<file path="config.mk">
export PLATFORM = sky130hd
export DESIGN_NAME = nfca_txn_scheduler
export DESIGN_NICKNAME = d
export VERILOG_FILES = /design/src/rtl/nfca_sched_pkg.sv /design/src/rtl/nfca_sched_timer.sv /design/src/rtl/nfca_txn_scheduler.sv
export SDC_FILE = /design/constraint.sdc
export NUM_CORES = 1
export LEC_CHECK = 0
export BUFFER_PORTS_ARGS = -buffer_cell sky130_fd_sc_hd__clkbuf_2
export CAP_MARGIN = 25
export CORE_MARGIN = 4
export CORE_UTILIZATION = 60
export DETAILED_ROUTE_END_ITERATION = 10
export PLACE_DENSITY = 0.79
export SLEW_MARGIN = 20
export SYNTH_ARGS = -nofsm -noshare
export SYNTH_HDL_FRONTEND = slang
export SYNTH_SLANG_ARGS = --single-unit
export TNS_END_PERCENT = 5
</file>
<file path="constraint.sdc">
create_clock -name clk -period 3.2 [get_ports clk]
set_input_delay 0.16 -clock clk [delete_from_list [all_inputs] [get_ports clk]]
set_output_delay 0.16 -clock clk [all_outputs]
set_load 0.01 [all_outputs]
</file>
<file path="src/rtl/nfca_sched_pkg.sv">
// Shared types and default timing for the NFC-A transaction scheduler.
// Cycle counts assume the 81.36 MHz system clock.
package nfca_sched_pkg;

  typedef enum logic [2:0] {
    OFF   = 3'd0,
    GUARD = 3'd1,
    ARB   = 3'd2,
    TX    = 3'd3,
    RX    = 3'd4
  } sched_state_t;

  typedef enum logic {
    SRC_HOST = 1'b0,
    SRC_POLL = 1'b1
  } sched_src_t;

  localparam int DEF_CNT_W           = 26;
  localparam int DEF_GUARD_CYC       = 406800;    // 5 ms carrier settle
  localparam int DEF_RX_TIMEOUT_CYC  = 81360;     // 1 ms PICC response window
  localparam int DEF_POLL_PERIOD_CYC = 8136000;   // 100 ms REQA interval
  localparam int DEF_IDLE_OFF_CYC    = 40680000;  // 500 ms idle before field off
  localparam int DEF_TX_WDOG_CYC     = 1627200;   // 20 ms tx_done watchdog

  // Arbitration: a lone requester always wins; on a tie the source that
  // did not go last is served, so host and poller alternate.
  function automatic sched_src_t pick_src(input logic host_pend,
                                          input logic poll_pend,
                                          input sched_src_t last);
    if (host_pend && poll_pend) return (last == SRC_HOST) ? SRC_POLL : SRC_HOST;
    else if (poll_pend)         return SRC_POLL;
    else                        return SRC_HOST;
  endfunction

endpackage

</file>
<file path="src/rtl/nfca_sched_timer.sv">
// Loadable down-counter. A load of N raises expire during the Nth cycle
// after the load, so a consumer acting on expire reacts exactly N clocks
// after it loaded. Once it reaches zero the counter parks there.
module nfca_sched_timer
  import nfca_sched_pkg::*;
#(
  parameter int CNT_W = DEF_CNT_W
) (
  input  logic             clk,
  input  logic             rstn,
  input  logic             en,
  input  logic             load,
  input  logic [CNT_W-1:0] value,
  output logic             expire
);

  logic [CNT_W-1:0] cnt;

  // Load has priority over counting; counting stops at zero.
  always_ff @(posedge clk or negedge rstn) begin
    if (!rstn) begin
      cnt <= '0;
    end else if (load) begin
      cnt <= value;
    end else if (en && (cnt != '0)) begin
      cnt <= cnt - 1'b1;
    end
  end

  assign expire = en && (cnt == {{(CNT_W-1){1'b0}}, 1'b1});

endmodule

</file>
<file path="src/rtl/nfca_txn_scheduler.sv">
// NFC-A field sequencer and TX/RX arbiter between host UART frames and the
// autonomous REQA poller.
// Optional build macro NFCA_SCHED_WATCHDOG_EN: aborts a transaction whose
// tx_done never arrives, pulsing sched_err and dropping the carrier.
module nfca_txn_scheduler
  import nfca_sched_pkg::*;
#(
  parameter int CNT_W           = DEF_CNT_W,
  parameter int GUARD_CYC       = DEF_GUARD_CYC,
  parameter int RX_TIMEOUT_CYC  = DEF_RX_TIMEOUT_CYC,
  parameter int POLL_PERIOD_CYC = DEF_POLL_PERIOD_CYC,
  parameter int IDLE_OFF_CYC    = DEF_IDLE_OFF_CYC,
  parameter int TX_WDOG_CYC     = DEF_TX_WDOG_CYC
) (
  input  logic       clk,
  input  logic       rstn,
  input  logic       host_req,
  output logic       host_ack,
  output logic       host_timeout,
  input  logic       poll_en,
  output logic       tag_present,
  output logic       carrier_on,
  output logic       tx_start,
  output logic       tx_src,
  input  logic       tx_done,
  input  logic       rx_valid,
  output logic       sched_err,
  output logic [2:0] state_dbg
);

  localparam logic [CNT_W-1:0] GUARD_V = CNT_W'(GUARD_CYC);
  localparam logic [CNT_W-1:0] RXTO_V  = CNT_W'(RX_TIMEOUT_CYC);
  localparam logic [CNT_W-1:0] POLL_V  = CNT_W'(POLL_PERIOD_CYC);
  localparam logic [CNT_W-1:0] IDLE_V  = CNT_W'(IDLE_OFF_CYC);
  localparam logic [CNT_W-1:0] WDOG_V  = CNT_W'(TX_WDOG_CYC);

  sched_state_t     state;
  sched_src_t       last_src;
  sched_src_t       grant_src;
  logic             poll_due;
  logic             pend_any;
  logic             grant_poll;
  logic             fsm_load;
  logic [CNT_W-1:0] fsm_val;
  logic             fsm_expire;
  logic             poll_load;
  logic             poll_expire;
  logic             wdog_abort;

  assign pend_any   = host_req | poll_due;
  assign grant_src  = pick_src(host_req, poll_due, last_src);
  assign grant_poll = (state == ARB) && pend_any && (grant_src == SRC_POLL);
  assign state_dbg  = state;

`ifdef NFCA_SCHED_WATCHDOG_EN
  assign wdog_abort = (state == TX) && !tx_done && fsm_expire;
`else
  assign wdog_abort = 1'b0;
`endif

  // The single FSM timer is reloaded on every state transition that needs a
  // fresh window. The watchdog window is armed on every grant; a build
  // without the watchdog simply never looks at the expiry while in TX.
  always_comb begin
    fsm_load = 1'b0;
    fsm_val  = '0;
    case (state)
      OFF:   if (pend_any)              begin fsm_load = 1'b1; fsm_val = GUARD_V; end
      GUARD: if (fsm_expire)            begin fsm_load = 1'b1; fsm_val = IDLE_V;  end
      ARB:   if (pend_any)              begin fsm_load = 1'b1; fsm_val = WDOG_V;  end
      TX:    if (tx_done)               begin fsm_load = 1'b1; fsm_val = RXTO_V;  end
      RX:    if (rx_valid || fsm_expire) begin fsm_load = 1'b1; fsm_val = IDLE_V;  end
      default: ;
    endcase
  end

  nfca_sched_timer #(.CNT_W(CNT_W)) u_fsm_tmr (
    .clk    (clk),
    .rstn   (rstn),
    .en     (1'b1),
    .load   (fsm_load),
    .value  (fsm_val),
    .expire (fsm_expire)
  );

  // The poll timer free-runs while polling is enabled and is held at a full
  // period while disabled, so re-enabling always starts a fresh interval.
  assign poll_load = !poll_en || poll_expire;

  nfca_sched_timer #(.CNT_W(CNT_W)) u_poll_tmr (
    .clk    (clk),
    .rstn   (rstn),
    .en     (poll_en),
    .load   (poll_load),
    .value  (POLL_V),
    .expire (poll_expire)
  );

  // Sticky poll request: a new expiry wins over a grant in the same cycle so
  // an interval that elapsed is never lost.
  always_ff @(posedge clk or negedge rstn) begin
    if (!rstn) begin
      poll_due <= 1'b0;
    end else if (!poll_en) begin
      poll_due <= 1'b0;
    end else if (poll_expire) begin
      poll_due <= 1'b1;
    end else if (grant_poll) begin
      poll_due <= 1'b0;
    end
  end

  // Main sequencer with registered outputs; pulses default low every cycle.
  always_ff @(posedge clk or negedge rstn) begin
    if (!rstn) begin
      state        <= OFF;
      last_src     <= SRC_POLL;
      carrier_on   <= 1'b0;
      tx_start     <= 1'b0;
      tx_src       <= 1'b0;
      host_ack     <= 1'b0;
      host_timeout <= 1'b0;
      tag_present  <= 1'b0;
      sched_err    <= 1'b0;
    end else begin
      tx_start     <= 1'b0;
      host_ack     <= 1'b0;
      host_timeout <= 1'b0;
      sched_err    <= 1'b0;
      case (state)
        OFF: begin
          carrier_on <= 1'b0;
          if (pend_any) begin
            carrier_on <= 1'b1;
            state      <= GUARD;
          end
        end
        GUARD: begin
          if (fsm_expire) state <= ARB;
        end
        ARB: begin
          if (pend_any) begin
            tx_start <= 1'b1;
            tx_src   <= grant_src;
            last_src <= grant_src;
            state    <= TX;
          end else if (fsm_expire) begin
            carrier_on <= 1'b0;
            state      <= OFF;
          end
        end
        TX: begin
          if (tx_done) begin
            state <= RX;
          end else if (wdog_abort) begin
            sched_err  <= 1'b1;
            carrier_on <= 1'b0;
            state      <= OFF;
            if (tx_src == SRC_HOST) begin
              host_ack     <= 1'b1;
              host_timeout <= 1'b1;
            end
          end
        end
        RX: begin
          if (rx_valid || fsm_expire) begin
            state <= ARB;
            if (tx_src == SRC_HOST) begin
              host_ack     <= 1'b1;
              host_timeout <= !rx_valid;
            end else begin
              tag_present <= rx_valid;
            end
          end
        end
        default: state <= OFF;
      endcase
    end
  end

endmodule

</file>
==> Word level (Yosys, flattened, before mapping) <==
Index checks and enable logic that the tools add are counted.
{ "totals": {"mem_bits_rw": 0, "ff_bits": 63, "rom_bits": 0, "latchBits": 0, "input_bits": 6, "word_cells": 86, "output_inout_bits": 10, "mem_count": 0} }
{ "classes": {"muxes": 38, "div_mod_pow": 0, "shifts": 0, "magnitude_cmp": 0, "reduce_logical": 20, "n_eq_ne": 14, "n_bitwise": 1, "n_addsub": 2, "mul": 0} }
{ "ops": {"columns": ["operator", "n"], "rows": [
  ["$mux W26", 6],
  ["$pmux W26 S5", 1],
  ["$eq A26 B1 Y1 const B", 2],
  ["$reduce_bool A26 Y1", 2],
  ["$sub A26 B1 Y26 const B", 2],
  ["$mux W21", 1],
  ["$mux W1", 19],
  ["$mux W19", 1],
  ["$mux W3", 6],
  ["$mux W17", 1],
  ["$pmux W3 S5", 1],
  ["$ne A2 B2 Y1 const B", 6],
  ["$eq A3 B2 Y1 const B", 2],
  ["$reduce_and A3 Y1", 2],
  ["$reduce_bool A2 Y1", 3],
  ["$logic_and A1 B1 Y1", 5],
  ["$reduce_and A5 Y1", 1],
  ["$pmux W1 S4", 1],
  ["$eq A3 B1 Y1 const B", 1],
  ["$eq A3 B3 Y1 const B", 1],
  ["$logic_not A3 Y1", 1],
  ["$ne A3 B1 Y1 const B", 1],
  ["$ne A3 B3 Y1 const B", 1],
  ["$logic_not A1 Y1", 2],
  ["other kinds (5)", 6]
]} }

==> Longest topological paths before layout <==
Gate-level depths: netlist of the first run.
{ "logic_depth": {"ltp_word": 6, "depth_mapped": 8} }

==> Cells and area by module <==
Synthesis of the first run repeated with hierarchy kept, for this count alone.
{ "unflattened": {"hier_cells": 424, "hier_area_um2": 3967.6} }
{ "by_module_without_submodules": {"columns": ["module", "cells_per_inst", "seq_area_each_um2", "area_per_inst_um2", "n_inst"], "rows": [
  ["nfca_sched_timer", 175, 650.6, 1672.9, 2],
  ["nfca_txn_scheduler", 74, 276.5, 621.8, 1]
]} }

==> Worst setup path before layout of the first run <==
OpenSTA, ideal clock, no wires.
{ "synth_timing": {"kind": "register -> register", "from": "reg u_fsm_tmr.cnt[14]", "to": "reg u_fsm_tmr.cnt[8]", "path_stages_with_launch": 7, "path_slack_ns": 0.843, "setup_time_ns": 0.146, "synth_period_minus_slack_ns": 2.357, "arrival_ns": 2.211, "cell_sequence": "dfrtp_1 or4_4 or4_4 or4b_1 buf_6 a31oi_1 nor2_1"} }
{ "synth_between": {"elab_chain_cells": 5, "word_cells_on_any_way": 8} }
{ "synth_lines": {"columns": ["item", "line", "text"], "rows": [
  ["start, declared", "nfca_sched_timer.sv:17", "logic [CNT_W-1:0] cnt;"],
  ["start signal, assigned", "nfca_sched_timer.sv:24", "cnt <= value;"],
  ["start signal, assigned", "nfca_sched_timer.sv:26", "cnt <= cnt - 1'b1;"],
  ["$eq A26 B1 Y1", "nfca_sched_timer.sv:30", "assign expire = en && (cnt == {{(CNT_W-1){1'b0}}, 1'b1});"],
  ["$logic_or A1 B1 Y1", "nfca_txn_scheduler.sv:72", "RX: if (rx_valid || fsm_expire) begin fsm_load = 1'b1; fsm_val = IDLE_V; end"],
  ["$mux W1", "nfca_txn_scheduler.sv:72", null],
  ["$pmux W1 S4", "nfca_txn_scheduler.sv:67", "case (state)"],
  ["$mux W26 or $reduce_bool A2 Y1 (tied branches)", null, null]
]} }
Parallel ways exist; a longest one is shown, timed or not.
A chain may end at the register's enable or synchronous reset.

==> Final worst setup path of the first run <==
{ "layout_timing": {"from": "reg u_poll_tmr.cnt[20]", "to": "reg u_poll_tmr.cnt[9]"} }
{ "layout_between": {"elab_chain_cells": 4, "word_cells_on_any_way": 7} }
{ "layout_lines": {"columns": ["item", "line", "text"], "rows": [
  ["start, declared", "nfca_sched_timer.sv:17", null],
  ["start signal, assigned", "nfca_sched_timer.sv:24", null],
  ["start signal, assigned", "nfca_sched_timer.sv:26", null],
  ["$eq A26 B1 Y1", "nfca_sched_timer.sv:30", null],
  ["$logic_and A1 B1 Y1", "nfca_sched_timer.sv:30", null],
  ["$logic_or A1 B1 Y1", "nfca_txn_scheduler.sv:88", "assign poll_load = !poll_en || poll_expire;"],
  ["$mux W26 or $reduce_bool A2 Y1 (tied branches)", null, null]
]} }
Parallel ways exist; a longest one is shown, timed or not.

==> impl_metrics.json, run 1 <==
{
  "path_delay_family": "simple AND/OR/NAND/NOR gates",
  "power_leakage_nw": 1.60,
  "setup-tns-final_ns": 0,
  "synth_xor_area_share_pct": 4.96,
  "dp_hpwl_microns": 5870,
  "grt.overflow.total": 0,
  "grt_max_degree": 64,
  "drc": 0,
  "die_width_microns": 86.6,
  "ys_seq_area_share_pct": 42.5,
  "vias": 3220,
  "cap_violations": 0,
  "cp_data_required_time_ns": 3.46,
  "cp.buffers_inverters": 0,
  "power.density_nw_per_um2": 639,
  "ys_ff_latch": 63,
  "wl_per_cell_microns": 17.5,
  "report.final.slew_viol_count": 0,
  "worstSetupEndpointType": "flop",
  "worstSetupStartpointType": "flop",
  "ys_async_sr_fraction_pct": 100,
  "syn_inst": 398,
  "final.setup_skew_ns": 0.00651,
  "port_buffers": 14,
  "hold_violations": 37,
  "clk_pin_slew_worst_paths_ns": 0.07,
  "synth_compound_area_share_pct": 19.0,
  "syn_area_per_cell_sq_um": 9.32,
  "vias_per_cell": 6.52,
  "slew_headroom_pct": 47.5,
  "fin_hold_ws_ns": -0.0318,
  "outcome": "finished, violations left",
  "use_met2_pct": 35.8,
  "synth-edff-count": 0,
  "cts_buffers": 9,
  "tightest_slew_ns": 0.788,
  "period_minus_slack_ns": 2.62,
  "syn-cell-area_sq_um": 3710,
  "fp.dieArea_sq_um": 7500,
  "holdCritPathClass": "input pin to asynchronous set/reset pin",
  "synth_cell_type_count": 56,
  "fin_util_pct": 68.2,
  "postPlaceCellArea_sq_um": 3830,
  "start_util_pct": 62.3,
  "first_global_vias": 2920,
  "met3_usage_pct": 6.46,
  "final_area_sq_um": 4060,
  "cts_setup_buffers": 0,
  "synth-simple-area-share_pct": 28.5,
  "post_cts_resized": 0,
  "area_growth_pct": 9.45,
  "synthMuxAreaShare_pct": 0,
  "worst_skew_pair.late_latency_ns": 0.35,
  "violations": "hold timing",
  "antenna_cells": 0,
  "wl_microns": 8670,
  "grt-busiest-layer": "met2",
  "rows": 28,
  "core_area_sq_um": 5960,
  "pin_count": 16,
  "synth_top_family_by_area": "simple AND/OR/NAND/NOR gates",
  "fin_nets": 426,
  "synth_fa_ha_area_share_pct": 2.02,
  "drive_gt1_share_pct": 13.1,
  "gp_congestion": 0.901,
  "synth_fp_nets": 410,
  "setup_viol": 0,
  "dieHeight_microns": 86.6,
  "totalPowerFinal_mw": 2.59,
  "cts.sinks": 63,
  "path_cells": "or4_4 > or4b_1 > o31ai_4 > o21ai_0 > a21oi_1",
  "grt_pass1_wl_microns": 14300,
  "path_class": "flop to flop",
  "vdd_drop_max_uv": 434,
  "drt-pass1-iter-count": 5,
  "crit_fanout": 15,
  "postRouteAntennaNets": 0,
  "yosys_warnings": 0,
  "post-route-period-util_pct": 81.8,
  "synth_ff_type": "dfrtp_1",
  "fillers": 491,
  "crit_path_max_incr_delay_ns": 0.69,
  "cts.root.buffer_cell": "clkbuf_8",
  "grt_use_total_pct": 24.3,
  "antenna_found_initial": 0,
  "crit_slowest_cell": "or4b_1",
  "grt_use_met1_pct": 34.8,
  "fmax_mhz": 382,
  "rsz0062_at_grt": "false",
  "drtIter0Drc": 286,
  "holdBufCountCts": 0,
  "clk_path_buf_depth": 2,
  "cts.htree.levels": 3,
  "crit_arrival_ns": 2.88,
  "cts_tree": "built"
}
-- worst reg2reg max path, stage by stage (launching register included) --
cell and delay [ns]:
dfrtp_1 0.41, or4_4 0.56, or4b_1 0.69, o31ai_4 0.52
o21ai_0 0.20, a21oi_1 0.15
-- per-layer routing --
layer	routed length, microns	vias to the layer above
met3	507	24
li1	-	1536
met2	3950	114
met5	0	-
met1	4050	1546
met4	161	0
-- area by class of cell --
| type | instances | area, sq um | area share [%] |
|---|---|---|---|
| inverters | 8 | 30.0 | 0.740 |
| flip-flops and latches | 63 | 1580 | 38.9 |
| well taps | 75 | 93.8 | 2.31 |
| multi-input cells | 314 | 2030 | 49.9 |
| clock inverters | 6 | 92.6 | 2.28 |
| clock buffers | 10 | 138 | 3.39 |
| repair buffers | 18 | 100 | 2.47 |
-- registers in the layout (all words and copies together), names as in the netlist --
register        cells
tx_src              1
carrier_on          1
u_poll_tmr.cnt     26
poll_due            1
host_timeout        1
u_fsm_tmr.cnt      26
last_src            1
tx_start            1
host_ack            1
state_dbg           3
tag_present         1
-- placed cells by master, fill, tap and decap left out, drive strengths merged, types with 5 or more instances in the layout --
master  count
a31oi       5
xor2       12
nor4       15
nand4       8
or3        16
inv         9
o31ai      15
o211ai      5
nand2      23
clkbuf     24
or4        20
nor3       20
nand3      17
dfrtp      62
ha          6
xnor2       9
nand2b      6
o21ai      22
o21bai      5
a21oi      30
nor2       29
or2         9
-- stage by stage --
step           setup WS, ns  hold WS, ns  cells
6_report              0.584      -0.0318    494
5_1_grt               0.477       0.0286    494
4_1_cts               0.604      0.00444    494
3_5_place_dp          0.629        0.383    478
3_3_place_gp          0.686        0.376    478
2_1_floorplan         0.843       -0.136    398
-- where the power goes --
group / internal [mW] / switching (mW) / total (mW)
registers: 0.928 / 0.199 / 1.13
logic: 0.281 / 0.378 / 0.659
clock network: 0.464 / 0.342 / 0.806
total: 1.67 / 0.920 / 2.59
-- kinds of logic after synthesis --
logic type	after synthesis
compound gates	106
simple gates	180
buf+inv	21
fa+ha+maj	6
other cells	1
flops	63
xor+xnor	21
-- final timing paths --
path | start | to | slack [ns] | cells past startpoint
worst min register to register | tag_present | tag_present | 0.50 | 1
max in group asynchronous | rstn | u_poll_tmr.cnt[22] | 2.71 | 2
worst max-delay path | u_poll_tmr.cnt[20] | u_poll_tmr.cnt[9] | 0.58 | 5
min in group clk | host_req | last_src | 0.03 | 2
worst max register to register | u_poll_tmr.cnt[20] | u_poll_tmr.cnt[9] | 0.58 | 5
worst min-delay path | rstn | u_poll_tmr.cnt[14] | -0.03 | 2
-- Yosys cell counts, types with 2 or more instances --
library cell,n,share of area [%]
o31ai_1,13,2.6
nand3_1,16,2.2
dfrtp_1,62,42
xor2_1,12,2.8
or4b_1,3,0.81
ha_1,6,2.0
o41ai_1,2,0.47
a31oi_1,5,0.84
a21oi_1,30,4.0
or3_1,15,2.5
or4_1,17,3.4
and3_1,2,0.34
nand2b_1,6,1.0
o31ai_4,2,1.1
clkbuf_1,7,0.71
o22ai_1,2,0.34
or4_4,3,0.91
o211ai_1,5,1.0
buf_4,2,0.40
nor4_1,13,2.2
o21ai_0,22,3.0
buf_6,2,0.61
buf_2,2,0.27
nand3b_1,2,0.40
nand2_1,22,2.2
nor2_1,29,2.9
o31a_1,4,0.94
a22oi_1,2,0.40
a211oi_1,4,0.81
o311ai_0,2,0.47
o21bai_1,5,1.0
nor2b_1,3,0.51
or2_2,8,1.3
nor3_1,20,2.7
inv_1,8,0.81
and2_1,4,0.67
nand4_1,8,1.3
xnor2_1,9,2.1
a32o_1,2,0.54
Power figures use the tool's default switching activity.
==> run 2: changes to the inputs <==
==> constraint.sdc (replaced) <==
create_clock -name clk -period 2.64 [get_ports clk]
set_input_delay 0.132 -clock clk [delete_from_list [all_inputs] [get_ports clk]]
set_output_delay 0.132 -clock clk [all_outputs]
set_load 0.01 [all_outputs]
==> run 2 against run 1 <==
  * Largest power group unchanged
  * The run now ends clean
  * Maximum frequency up 7.6%
  * Global-route usage up 0.33 points
  * Highest routed layer unchanged
  * Sequential share of layout area down 1.3 points
  * Combinational power up 33%
  * Die area unchanged
  * Routed wire length down 0.28%
==> impl_metrics.json, run 2 (synthesis gave the netlist of run 1 again) <==
{
  "drt-pass1-iter-count": 5,
  "layout_common_cells": "62 x dfrtp_1, 30 x a21oi_1, 29 x nor2_1",
  "path_class": "flop to flop",
  "antenna_cells": 0,
  "crit_fanout": 7,
  "power.density_nw_per_um2": 780,
  "holdCritPathClass": "input pin to flop",
  "clk_pin_slew_worst_paths_ns": 0.08,
  "wl_per_cell_microns": 17.0,
  "crit_slowest_cell": "or4b_4",
  "regArea_sq_um": 1580,
  "path_depth": 5,
  "grt_max_degree": 64,
  "grt_use_met1_pct": 34.3,
  "fin_util_pct": 70.6,
  "rsz0062_at_grt": "false",
  "fp.dieArea_sq_um": 7500,
  "dp_hpwl_microns": 6010,
  "dp.cells": 492,
  "reg2reg_to": "u_fsm_tmr.cnt[8]",
  "port_buffers": 14,
  "hold_violations": 0,
  "pin_count": 16,
  "use_met2_pct": 38.1,
  "cts.htree.levels": 3,
  "vdd_drop_max_uv": 639,
  "antenna_found_initial": 0,
  "rows": 28,
  "path_cells": "or4_4 > or4_4 > or4b_4 > a31oi_1 > nor2_1",
  "finalNonFillerCells": 510,
  "met3_usage_pct": 6.56,
  "grt_pass1_wl_microns": 14800,
  "outcome": "completed",
  "worstSetupEndpointType": "flop",
  "crit_arrival_ns": 2.67,
  "drc": 0,
  "grt.overflow.total": 0,
  "tightest_slew_ns": 0.781,
  "worstRegToRegCells": 5,
  "area_growth_pct": 13.3,
  "vias": 3306,
  "fillers": 485,
  "cp.buffers_inverters": 0,
  "gp_congestion": 0.922,
  "clk_path_buf_depth": 2,
  "grt_use_total_pct": 24.6,
  "path_delay_family": "simple AND/OR/NAND/NOR gates",
  "fmax_mhz": 411,
  "crit_end": "u_fsm_tmr.cnt[8]",
  "cts_buffers": 9,
  "fin_nets": 442,
  "cts_tree": "built",
  "crit_path_max_incr_delay_ns": 0.59,
  "reg2reg_from": "u_fsm_tmr.cnt[14]",
  "period_minus_slack_ns": 2.43,
  "drive_gt1_share_pct": 16.1,
  "postRouteAntennaNets": 0,
  "cap_violations": 0,
  "cts.sinks": 63,
  "cp_data_required_time_ns": 2.87,
  "r2r_setup_slack_ns": 0.21,
  "core_area_sq_um": 5960,
  "postPlaceCellArea_sq_um": 3930,
  "final.setup_skew_ns": 0.00837,
  "crit_start": "u_fsm_tmr.cnt[14]",
  "wl_microns": 8650,
  "cts.root.buffer_cell": "clkbuf_8",
  "multiInputGateArea_sq_um": 2030,
  "slew_headroom_pct": 47.9,
  "grt-busiest-layer": "met2",
  "setup_viol": 0,
  "first_global_vias": 3145,
  "post-route-period-util_pct": 92.1,
  "power_leakage_nw": 1.69,
  "dieHeight_microns": 86.6,
  "totalPowerFinal_mw": 3.28,
  "setup-tns-final_ns": 0,
  "layout_commonest_cell": "dfrtp_1",
  "drtIter0Drc": 260,
  "worst_skew_pair.late_latency_ns": 0.35,
  "report.final.slew_viol_count": 0,
  "vias_per_cell": 6.48,
  "worstSetupStartpointType": "flop",
  "die_width_microns": 86.6,
  "cpMostUsedCell": "or4_4",
  "final_area_sq_um": 4200,
  "start_util_pct": 62.3
}
## run 2: cell count changes in the layout (fill, tap and decap cells not counted), moves of 2 or more
cell           delta
buf_4            +14
clkinv_4          +2
dlygate4sd3_1     +2
clkinvlp_4        -2
## run 2: metrics by stage
step           hold slack [ns]  worst slack (ns)
2_1_floorplan           -0.164             0.283
3_3_place_gp             0.350             0.145
3_5_place_dp             0.357            0.0987
4_1_cts                 0.0248            0.0866
5_1_grt                 0.0358            0.0864
6_report                0.0353             0.208
## run 2: where the power goes
group,internal (mW),leakage (nW),switching [mW],total (mW)
sequential,1.12,0.784,0.243,1.37
clock,0.630,0.123,0.402,1.03
combinational,0.394,0.786,0.485,0.879
## run 2: layout make-up
class                      instances  area share, %
inverter                           8          0.714
tap                               75           2.23
clock inverter                     7           2.89
timing repair buffer              34           5.36
multi-input combinational        314           48.3
sequential                        63           37.5
clock buffer                       9           2.95
## run 2: routing by layer
layer  part of all wire [%]  vias to the layer above
li1                       -                     1581
met1                     46                     1618
met2                     47                       98
met3                    6.1                        9
met4                    1.1                        0
met5                      0                        -
## run 2: how the worst min path moves through the flow
stage          slack [ns]  cells after the start      from                 to
6_report             0.04                      2  rx_valid       host_timeout
5_1_grt              0.04                      2   poll_en           poll_due
4_1_cts              0.02                      2   poll_en           poll_due
3_5_place_dp         0.36                      2      rstn  u_poll_tmr.cnt[4]
3_3_place_gp         0.35                      2      rstn  u_poll_tmr.cnt[4]
2_1_floorplan       -0.16                      0      rstn         carrier_on
## run 2: worst register-to-register path, delay by kind of cell (launching register included)
family | cells | cell delay [ns]
and+or+nand+nor | 4 | 1.70
DFF | 1 | 0.43
AOI/OAI and AO/OA | 1 | 0.21
## run 2: repair_timing
item / in CTS / in global routing
hold endpoints to repair: 63 / 0
setup buffers: 0 / 0
hold buffers: 2 / 0
resized for setup: 0 / 1
endpoints found under the setup margin: 0 / 1
==> run 3: changes to the inputs <==
--- a/config.mk
+++ b/config.mk
@@ -10,6 +10,7 @@
 export CORE_MARGIN = 4
 export CORE_UTILIZATION = 60
 export DETAILED_ROUTE_END_ITERATION = 10
+export HOLD_SLACK_MARGIN = 0.05
 export PLACE_DENSITY = 0.79
 export SLEW_MARGIN = 20
 export SYNTH_ARGS = -nofsm -noshare
==> run 3 against run 2 <==
  * Sequential share of layout area shrank 0.18 points
  * Combinational power about the same
  * Die area did not move
  * Clock skew decreased by 0.0017 ns
  * Routed wire length fell by 0.61%
  * Design area is 0.48% higher
  * Count of clock-buffer cells in the layout stayed put
  * First-iteration DRC count is 23% higher
  * Worst setup slack worse by 0.0025 ns
  * Worst hold slack better by 0.13 ns
  * Sequential power is essentially flat
==> impl_metrics.json, run 3 (synthesis gave the netlist of run 1 again) <==
{
  "outcome": "completed",
  "rsz0062_at_grt": "false",
  "layout_commonest_cell": "dfrtp_1",
  "cts.sinks": 63,
  "setup_viol": 0,
  "power.density_nw_per_um2": 775,
  "clk_pin_slew_worst_paths_ns": 0.08,
  "pin_count": 16,
  "port_buffers": 14,
  "grt_max_degree": 64,
  "postPlaceCellArea_sq_um": 3930,
  "holdPathStages": 4,
  "cap_violations": 0,
  "worst_skew_pair.late_latency_ns": 0.35,
  "worstSetupStartpointType": "flop",
  "crit_arrival_ns": 2.67,
  "worstSetupEndpointType": "flop",
  "finalNonFillerCells": 512,
  "period_minus_slack_ns": 2.43,
  "drtIter0Drc": 319,
  "cts_buffers": 9,
  "clk_path_buf_depth": 2,
  "postRouteAntennaNets": 0,
  "cts_tree": "built",
  "power_leakage_nw": 1.70,
  "vias": 3294,
  "antenna_found_initial": 0,
  "report.final.slew_viol_count": 0,
  "fin_nets": 444,
  "crit_fanout": 7,
  "grt.overflow.total": 0,
  "grt_use_total_pct": 24.7,
  "worstRegToRegCells": 5,
  "dp.cells": 492,
  "gp_congestion": 0.922,
  "post-route-period-util_pct": 92.2,
  "area_growth_pct": 13.9,
  "drc": 0,
  "fp.dieArea_sq_um": 7500,
  "tightest_slew_ns": 0.789,
  "vdd_drop_max_uv": 639,
  "holdCritPathClass": "input pin to flop",
  "antenna_cells": 0,
  "cts.root.buffer_cell": "clkbuf_8",
  "cp_data_required_time_ns": 2.87,
  "grt_pass1_wl_microns": 14800,
  "first_global_vias": 3126,
  "path_class": "flop to flop",
  "dieHeight_microns": 86.6,
  "setup-tns-final_ns": 0,
  "wl_microns": 8590,
  "die_width_microns": 86.6,
  "rows": 28,
  "drt-pass1-iter-count": 5,
  "final.setup_skew_ns": 0.00668,
  "start_util_pct": 62.3,
  "final_area_sq_um": 4220,
  "cts_setup_buffers": 0,
  "fmax_mhz": 411,
  "fin_hold_ws_ns": 0.170,
  "hold_violations": 0,
  "slew_headroom_pct": 47.4,
  "cts.htree.levels": 3,
  "vias_per_cell": 6.43,
  "drive_gt1_share_pct": 16.0,
  "wl_per_cell_microns": 16.8,
  "dp_hpwl_microns": 6010,
  "core_area_sq_um": 5960,
  "layout_common_cells": "62 x dfrtp_1, 30 x a21oi_1, 29 x nor2_1"
}
run 3: cell count changes in the layout (fill, tap and decap cells not counted), sizes merged:
| cell | previous run | this run |
|---|---|---|
| dlygate4sd3 | 2 | 4 |
run 3: timing repair:
action                                  in CTS  in global routing
hold buffers                                 4                  0
gates resized for setup                      0                  1
endpoints found under the setup margin       0                  1
endpoints found under the hold margin       65                  0
run 3: per-stage QoR:
step	total power, mW	utilization (%)	setup slack [ns]
after floorplan	1.94	-	0.283
after global placement	2.19	66.1	0.145
after detailed placement	2.23	66.1	0.0987
after CTS	3.28	70.8	0.0866
after global routing	3.45	70.9	0.0864
final	3.27	70.9	0.206
run 3: final cells by class:
class	count	area, sq um
Sequential cell	63	1580
Clock inverter	7	121
Timing Repair Buffer	36	245
Multi-Input combinational cell	314	2030
Inverter	8	30.0
Clock buffer	9	124
Tap cell	75	93.8
Fill cell	481	1730
run 3: per-layer routing:
layer	track usage, %	up-vias	routed length, microns
met3	6.75	12	490
met2	38.0	101	4060
li1	-	1581	-
met4	6.66	0	104
met5	0	-	0
met1	34.5	1600	3940
run 3: power by group:
group	total, mW	switching (mW)	internal (mW)	leakage (nW)
Clock	1.03	0.403	0.630	0.123
Sequential	1.36	0.239	1.12	0.784
Combinational	0.877	0.481	0.396	0.794
run 3: path summary, 6_finish.rpt:
path | from | slack (ns) | to
max | u_fsm_tmr.cnt[14] | 0.21 | u_fsm_tmr.cnt[8]
min reg2reg | tag_present | 0.51 | tag_present
max reg2reg | u_fsm_tmr.cnt[14] | 0.21 | u_fsm_tmr.cnt[8]
min in group asynchronous | rstn | 0.49 | u_poll_tmr.cnt[15]
min | tx_done | 0.17 | state_dbg[0]
max in group asynchronous | rstn | 1.64 | u_fsm_tmr.cnt[8]
run 3: worst max-delay path, cell delays in order (launching register included):
cell	delay (ns)
dfrtp_1	0.43
or4_4	0.57
or4_4	0.46
or4b_4	0.59
a31oi_1	0.21
nor2_1	0.07
